$ cat config.mk
export PLATFORM = sky130hd
export DESIGN_NAME = fetch_queue_stage
export DESIGN_NICKNAME = d
export VERILOG_FILES = /design/src/rtl/fetch_pkg.sv /design/src/rtl/fetch_fq_mem.sv /design/src/rtl/fetch_queue_stage.sv
export SDC_FILE = /design/constraint.sdc
export NUM_CORES = 1
export LEC_CHECK = 0
export CAP_MARGIN = 15
export CORE_MARGIN = 2
export CORE_UTILIZATION = 55
export CTS_BUF_LIST = sky130_fd_sc_hd__clkbuf_16
export DETAILED_ROUTE_END_ITERATION = 7
export GPL_ROUTABILITY_DRIVEN = 0
export PLACE_DENSITY_LB_ADDON = 0.08
export RECOVER_POWER = 100
export SETUP_SLACK_MARGIN = 0.2
export SLEW_MARGIN = 10
export SYNTH_ARGS = -nofsm -noshare
export SYNTH_HDL_FRONTEND = slang
export SYNTH_SLANG_ARGS = --single-unit
export TNS_END_PERCENT = 1
$ cat constraint.sdc
create_clock -name clk -period 7.2 [get_ports clk]
set_input_delay 0.72 -clock clk [delete_from_list [all_inputs] [get_ports clk]]
set_output_delay 0.72 -clock clk [all_outputs]
set_load 0.02 [all_outputs]
$ cat src/rtl/fetch_pkg.sv
// Shared constants and the fetch-queue entry layout used by the IF stage.
package fetch_pkg;

  localparam logic [31:0] NOP_INSTR    = 32'h0000_0013;
  localparam logic [31:0] RESET_PC_DEF = 32'h0000_0000;

  typedef struct packed {
    logic [31:0] pc;
    logic        taken;
    logic [31:0] instr;
    logic        filled;
  } fq_entry_t;

endpackage

$ cat src/rtl/fetch_fq_mem.sv
// Fetch-queue storage: entries allocated at tail, filled in order, popped at head; 1-cycle write latency.
// No internal flow control; the caller guarantees alloc only when not full and fill only to allocated entries.
module fetch_fq_mem
  import fetch_pkg::*;
#(
  parameter int DEPTH = 4,
  parameter int AW    = $clog2(DEPTH)
) (
  input  logic        clk_i,
  input  logic        rst_i,
  input  logic        clear_i,
  input  logic        alloc_i,
  input  logic [31:0] alloc_pc_i,
  input  logic        alloc_taken_i,
  input  logic        fill_i,
  input  logic [31:0] fill_instr_i,
  input  logic        pop_i,
  output fq_entry_t   head_o
);

  fq_entry_t         mem_q [DEPTH];
  logic [AW-1:0]     head_q;
  logic [AW-1:0]     tail_q;
  logic [AW-1:0]     fill_q;

  always_ff @(posedge clk_i) begin
    if (rst_i || clear_i) begin
      head_q <= '0;
      tail_q <= '0;
      fill_q <= '0;
      for (int i = 0; i < DEPTH; i++) begin
        mem_q[i].filled <= 1'b0;
      end
    end else begin
      if (alloc_i) begin
        mem_q[tail_q] <= '{pc: alloc_pc_i, taken: alloc_taken_i, instr: NOP_INSTR, filled: 1'b0};
        tail_q        <= tail_q + 1'b1;
      end
      // Fill and pop never address the same entry: pop needs a filled head, fill an unfilled one.
      if (fill_i) begin
        mem_q[fill_q].instr  <= fill_instr_i;
        mem_q[fill_q].filled <= 1'b1;
        fill_q               <= fill_q + 1'b1;
      end
      if (pop_i) begin
        mem_q[head_q].filled <= 1'b0;
        head_q               <= head_q + 1'b1;
      end
    end
  end

  assign head_o = mem_q[head_q];

endmodule

$ cat src/rtl/fetch_queue_stage.sv
// IF stage: fetch PC, in-order imem requests, queue to decode; decode sees a response one cycle after it returns.
// Issue stops when the queue is full; flush redirects and drops in-flight responses. FETCH_PERF_EN adds perf counters.
module fetch_queue_stage
  import fetch_pkg::*;
#(
  parameter logic [31:0] RESET_PC = RESET_PC_DEF,
  parameter int          FQ_DEPTH = 4,
  parameter int          FQ_AW    = $clog2(FQ_DEPTH)
) (
  input  logic        clk,
  input  logic        rst,
  input  logic [31:0] pc_next,
  input  logic        taken_F,
  input  logic        flush,
  input  logic [31:0] pc_restore,
  output logic [31:0] pc_F,
  output logic [31:0] pc4,
  output logic        imem_req_valid,
  output logic [31:0] imem_req_addr,
  input  logic        imem_req_ready,
  input  logic        imem_rsp_valid,
  input  logic [31:0] imem_rsp_data,
  input  logic        stall_D,
  output logic        valid_D,
  output logic [31:0] instr_D,
  output logic [31:0] pc_D,
  output logic        taken_D
`ifdef FETCH_PERF_EN
  ,
  output logic [31:0] perf_flush_cnt,
  output logic [31:0] perf_drop_cnt
`endif
);

  localparam logic [FQ_AW:0] FULL = (FQ_AW + 1)'(FQ_DEPTH);

  logic [31:0]    pc_q, pc_d;
  logic [FQ_AW:0] occ_q, occ_d;
  logic [FQ_AW:0] infl_q, infl_d;
  logic [FQ_AW:0] drop_q, drop_d;
  logic           hs, pop, rsp_fill, rsp_drop;
  fq_entry_t      head;

  assign imem_req_valid = !rst && !flush && (occ_q != FULL);
  assign hs             = imem_req_valid && imem_req_ready;
  assign valid_D        = (occ_q != '0) && head.filled;
  assign pop            = valid_D && !stall_D && !flush;
  assign rsp_drop       = imem_rsp_valid && (flush || (drop_q != '0));
  assign rsp_fill       = imem_rsp_valid && !flush && (drop_q == '0);

  // infl_q counts allocated-but-unfilled entries; on flush they become stale responses to drop.
  always_comb begin
    pc_d   = pc_q;
    occ_d  = occ_q;
    infl_d = infl_q;
    drop_d = drop_q;
    if (flush) begin
      pc_d   = pc_restore;
      occ_d  = '0;
      infl_d = '0;
      drop_d = drop_q + infl_q - (FQ_AW + 1)'(imem_rsp_valid);
    end else begin
      if (hs) pc_d = pc_next;
      occ_d  = occ_q + (FQ_AW + 1)'(hs) - (FQ_AW + 1)'(pop);
      infl_d = infl_q + (FQ_AW + 1)'(hs) - (FQ_AW + 1)'(rsp_fill);
      drop_d = drop_q - (FQ_AW + 1)'(rsp_drop);
    end
  end

  always_ff @(posedge clk) begin
    if (rst) begin
      pc_q   <= RESET_PC;
      occ_q  <= '0;
      infl_q <= '0;
      drop_q <= '0;
    end else begin
      pc_q   <= pc_d;
      occ_q  <= occ_d;
      infl_q <= infl_d;
      drop_q <= drop_d;
    end
  end

  fetch_fq_mem #(.DEPTH(FQ_DEPTH), .AW(FQ_AW)) u_fq_mem (
    .clk_i         (clk),
    .rst_i         (rst),
    .clear_i       (flush),
    .alloc_i       (hs),
    .alloc_pc_i    (pc_q),
    .alloc_taken_i (taken_F),
    .fill_i        (rsp_fill),
    .fill_instr_i  (imem_rsp_data),
    .pop_i         (pop),
    .head_o        (head)
  );

  assign pc_F          = pc_q;
  assign pc4           = pc_q + 32'd4;
  assign imem_req_addr = pc_q;
  assign instr_D       = valid_D ? head.instr : NOP_INSTR;
  assign pc_D          = valid_D ? head.pc    : 32'h0;
  assign taken_D       = valid_D ? head.taken : 1'b0;

`ifdef FETCH_PERF_EN
  logic [31:0] perf_flush_q, perf_drop_q;

  always_ff @(posedge clk) begin
    if (rst) begin
      perf_flush_q <= '0;
      perf_drop_q  <= '0;
    end else begin
      if (flush)    perf_flush_q <= perf_flush_q + 32'd1;
      if (rsp_drop) perf_drop_q  <= perf_drop_q + 32'd1;
    end
  end

  assign perf_flush_cnt = perf_flush_q;
  assign perf_drop_cnt  = perf_drop_q;
`endif

endmodule
# Word-level counts from Yosys, hierarchy flattened
# Memories as Yosys holds them, arrays and structs flattened. A register that Yosys moved wholly into a read port is not among the register bits.
# Cells that the tools add are included.
[word_totals]
word_cells = 70
ff_bits = 47
memories = 1
mem_bits_rw = 264
[op_classes]
n_reduce_logical = 22
n_addsub = 11
eq_ne = 1
mux = 28
[mem_list]
columns = ["memory", "depth", "width", "read_ports", "rd_clocked_by_memory_dff", "wr", "line", "text"]
rows = [
  ["u_fq_mem.mem_q", 4, 66, 1, 1, 4, "fetch_fq_mem.sv:21", "fq_entry_t mem_q [DEPTH];"],
]
[op_table]
columns = ["op", "n"]
rows = [
  ["$mux 66", 3],
  ["$reduce_or 66->1", 3],
  ["$mux 32", 4],
  ["$add 32x3->32 const B", 1],
  ["$mux 2", 7],
  ["$mux 1", 12],
  ["$sub 3x1->3", 4],
  ["$logic_and 1x1->1", 9],
  ["$add 2x1->2 const B", 3],
  ["$add 3x1->3", 2],
  ["$mux 3", 2],
  ["$reduce_bool 3->1", 2],
  ["$add 3x3->3", 1],
  ["$logic_not 1->1", 3],
  ["$logic_not 3->1", 1],
  ["$ne 3x3->1 const B", 1],
  ["$logic_or 1x1->1", 2],
  ["$reduce_bool 2->1", 1],
  ["$reduce_or 2->1", 1],
]

# Depth between registers and ports, before layout
[logic_depth]
depth_word = 9
ltp_mapped = 13

# Hierarchy
# From an unflattened synthesis, not the netlist that was laid out.
[unflattened]
hier_cells = 991
hier_area_um2 = 14592.7
[by_module_without_submodules]
columns = ["module", "seq_area_each_um2", "cells_per_inst", "n_inst", "area_each_um2"]
rows = [
  ["fetch_fq_mem", 8047.7, 565, 1, 10989.3],
  ["fetch_queue_stage", 820.8, 426, 1, 3603.5],
]

# Least setup slack after synthesis
# OpenSTA, ideal clock, no wires.
[synth_path]
path_type = "in2reg"
start = "input rst"
end = "memory u_fq_mem.mem_q[0][10] (netlist name), enable pin"
path_buffers = 2
setup_ns = 0.394
setup_slack_ns = 2.099
stages = 6
t_required_ns = 6.806
arrival_ns = 4.707
path_cell_list = "buf_2 nor3b_2 nand2_2 buf_6 nor3_1 nand2b_1"
[synth_rtl]
columns = ["element", "line", "text"]
rows = [
  ["from (decl)", "fetch_queue_stage.sv:11", "input logic rst,"],
  ["to (decl)", "fetch_fq_mem.sv:21", ""],
]

==> results.txt <==
Outcome -> finished, violations left
Violated checks -> capacitance limit, slew limit
Initial antenna violation count -> 2
Worst R2R Start -> occ_q[1]
Count of antenna-violating nets left after detailed routing -> 0
Startpoint kind of the worst setup timing path -> flip-flop
Proportion of total power due to net switching -> 22.5%
DRC violation total after the first TritonRoute iteration -> 615
Worst Path Class, Setup -> reg2out
Largest delay share family, worst path -> buffers and inverters
Setup repair after global routing missed its margin -> no
Synthesized area per cell -> 14.8 sq um
Relative contribution of sequential cells to total power -> 52.7%
FFs w/ async S/R, synth -> 0%
Max Fclk -> 188 MHz
Final critical-path share of the clock period -> 73.9%
Highest net fanout along the worst path -> 66
Drt first pass iters -> 5
Setup slack at placement -> 3.23 ns
Worst Hold Path Cells -> 2
Post-Syn Nets -> 1083
Slowest stage cell on the critical path -> sky130_fd_sc_hd__clkbuf_1
Nets -> 1296
Sequential area share after synthesis -> 62.6%
Largest area contributor in the netlist -> sky130_fd_sc_hd__edfxtp_1
Transition time at the pin with the least slew margin -> 2.88 ns
Type of destination of the critical path -> output port
Post-DP HPWL -> 19.4 mm
Post-cts repair resize count -> 0
Die Height -> 165 um
RR Endpoint -> occ_q[2]
Post-route minimum period -> 5.32 ns
Die extent in x -> 165 um
VDD IR-drop max -> 152 uV
Filler instances -> 1799
Post-synth top cells -> sky130_fd_sc_hd__edfxtp_1, sky130_fd_sc_hd__and2_1, sky130_fd_sc_hd__mux4_2
Global Route Usage Sum -> 23.9%
Starting utilization of the core area -> 56.1%
Setup slack, reg-to-reg -> 2.68 ns
Portion of total power attributed to combinational logic -> 9.4%
Maximum cell stage delay along the critical path -> 1.34 ns
Final routed DRC violation total -> 0
Core box area -> 25300 sq um
Post-CTS setup repair buffer count -> 0
Floorplan die area -> 27100 sq um
Internal power contribution -> 3.03 mW
Average wire per standard cell -> 20.9 um
Cell with the most instances after synthesis -> sky130_fd_sc_hd__edfxtp_1
IO buf count -> 265
Top cells by area, synth -> sky130_fd_sc_hd__edfxtp_1, sky130_fd_sc_hd__mux4_2, sky130_fd_sc_hd__dfxtp_1
Sum of negative setup slack -> 0 ns
CTS Hold Bufs -> 0
Source-to-sink clock delay at the later pin of the worst-skew pair -> 0.55 ns
Largest net degree at the start of global routing -> 67
Total congestion overflow -> 0
CTS Buffer Depth -> 3
Relative max-transition margin -> -92.3%
Hold crit path type -> reg2reg
Startpoint of the most critical hold path -> u_fq_mem.mem_q[0][0]
Number of buffers inserted during clock tree synthesis -> 31
Setup violators final -> 0
Number of enable-type register cells in the synthesized netlist -> 260
CP Data Arrival Time -> 4.60 ns
Dominant register cell in the synthesized netlist -> sky130_fd_sc_hd__edfxtp_1
PnR Total Power -> 3.92 mW
Via count of the first global-routing pass -> 8710
Number of cells on the worst reg-to-reg path -> 11
Cell Pwr Density -> 221 nW/um^2
DRT Wirelength -> 31.9 mm
Worst Hold Path EP -> u_fq_mem.mem_q[0][0]
TritonCTS clock tree -> built
Mean number of vias per cell -> 5.63
Placement Rows -> 58
CTS clock-pin slew for the worst setup and hold paths -> 0.06 ns
Req. time, crit path -> 6.48 ns
Cell at the root of the clock tree -> sky130_fd_sc_hd__clkbuf_16
Leakage -> 6.61 nW
Synth Register Bits -> 313
IO Pins -> 266
Area Growth Syn to Fin -> 24.8%
Maximum level of the CTS H-tree -> 1
Chain of cells forming the critical path -> mux4_2 > clkbuf_1 > and3_1 > dlygate4sd3_1
Buffers & Inverters on Critical Path -> 2
DR vias -> 8603
Post-Synthesis Cells -> 959
Net switching power of the design -> 0.882 mW
Share of total power in the clock network -> 38.0%
Max Slew Vio Count -> 465
Global-route wire length before repair -> 49.5 mm
Clock tree sinks -> 313
Clock Skews -> 0.0114 ns
Yosys warning count -> 0
Synth unique cells -> 47
Share of cells above drive strength 1 -> 10.6%
Max-cap violations -> 13
Share of Yosys cell area claimed by the top area cell type -> 55.1%
Total count of hold-check failures in the final report -> 0
Post-synth design cell area -> 14200 sq um
Setup slack of the critical path after layout -> 1.88 ns
## placed cells by master (no fill, tap or decap), drive strengths merged, types with 2 or more instances in the layout
master	count
nand4	12
xnor2	25
diode	2
nor2	53
mux2i	33
a211oi	32
fa	3
a31oi	6
dlygate4sd3	159
inv	26
nand2	14
and4	8
xor2	11
nor4	5
nand3	14
bufinv	2
mux4	66
clkdlybuf4s50	105
a21oi	4
edfxtp	260
or2	7
dfxtp	53
a21o	12
nor3	6
and2	120
and3	65
clkbuf	42
clkinv	20
ha	18
## routing by layer
metal  GRT usage, %  part of all wire (%)  vias up
met3           4.97                   6.5       32
li1               -                     -     3997
met4           4.27                   1.6        0
met1           33.5                    43     4295
met2           39.5                    49      279
met5              0                     0        -
## power by group through the flow
stage	sequential, mW	combinational (mW)	clock [mW]
after floorplan	2.10	0.203	0
after global placement	2.10	0.382	0
after detailed placement	2.10	0.385	0
after CTS	2.06	0.387	1.51
after global routing	2.07	0.399	1.58
final	2.06	0.367	1.49
## worst min-delay path, delay by kind of cell, from the launching register on
family | cells | cell delay [ns]
AO/OA/AOI/OAI | 2 | 0.14
flip-flops | 1 | 0.32
## state kept, by name (all words and copies together), names as in the netlist, named ones only
name / cells
drop_q: 3
imem_req_addr: 32
infl_q: 3
occ_q: 3
u_fq_mem.fill_q: 2
u_fq_mem.head_q: 2
u_fq_mem.mem_q: 264
u_fq_mem.tail_q: 2
## kinds of logic (layout without fill, tap and decap cells)
| group | Yosys count | in the layout | share of synthesized area, % |
|---|---|---|---|
| AO/OA/AOI/OAI | 58 | 58 | 2.95 |
| AND/OR/NAND/NOR | 312 | 312 | 12.9 |
| XOR/XNOR | 37 | 37 | 2.39 |
| buffers and inverters | 119 | 356 | 4.33 |
| flip-flops | 313 | 313 | 62.6 |
| other | 0 | 2 | 0 |
| multiplexers | 99 | 99 | 12.8 |
| adder cells (fa/ha/maj) | 21 | 21 | 2.01 |
## through the flow
stage	hold slack, ns	cells	instance area (sq um)	util (%)
6_report	0.508	1528	17700	70.0
5_1_grt	0.517	1528	17700	70.0
4_1_cts	0.512	1526	17800	70.3
3_5_place_dp	0.503	1469	16800	66.5
3_3_place_gp	0.487	1469	16800	66.5
2_1_floorplan	0.462	959	14200	-
## how the worst max path moves through the flow
| stage | to | slack [ns] | depth (start not counted) |
|---|---|---|---|
| 3_5_place_dp | u_fq_mem.mem_q[3][13] | 3.23 | 5 |
| 5_1_grt | u_fq_mem.mem_q[0][26] | 1.54 | 6 |
| 2_1_floorplan | u_fq_mem.mem_q[0][10] | 2.10 | 6 |
| 3_3_place_gp | u_fq_mem.mem_q[3][21] | 3.30 | 5 |
| 4_1_cts | pc4[16] | 2.77 | 6 |
| 6_report | pc_D[24] | 1.88 | 4 |
## layout make-up
class	instances	area [sq um]	area share, %
Clock inverter	26	169	0.955
Timing Repair Buffer	276	2690	15.2
Clock buffer	31	776	4.39
Tap cell	330	413	2.33
Sequential cell	313	8880	50.2
Inverter	23	86.3	0.488
Antenna cell	2	5.00	0.0283
Multi-Input combinational cell	527	4670	26.4
Power figures use the tool's default switching activity.
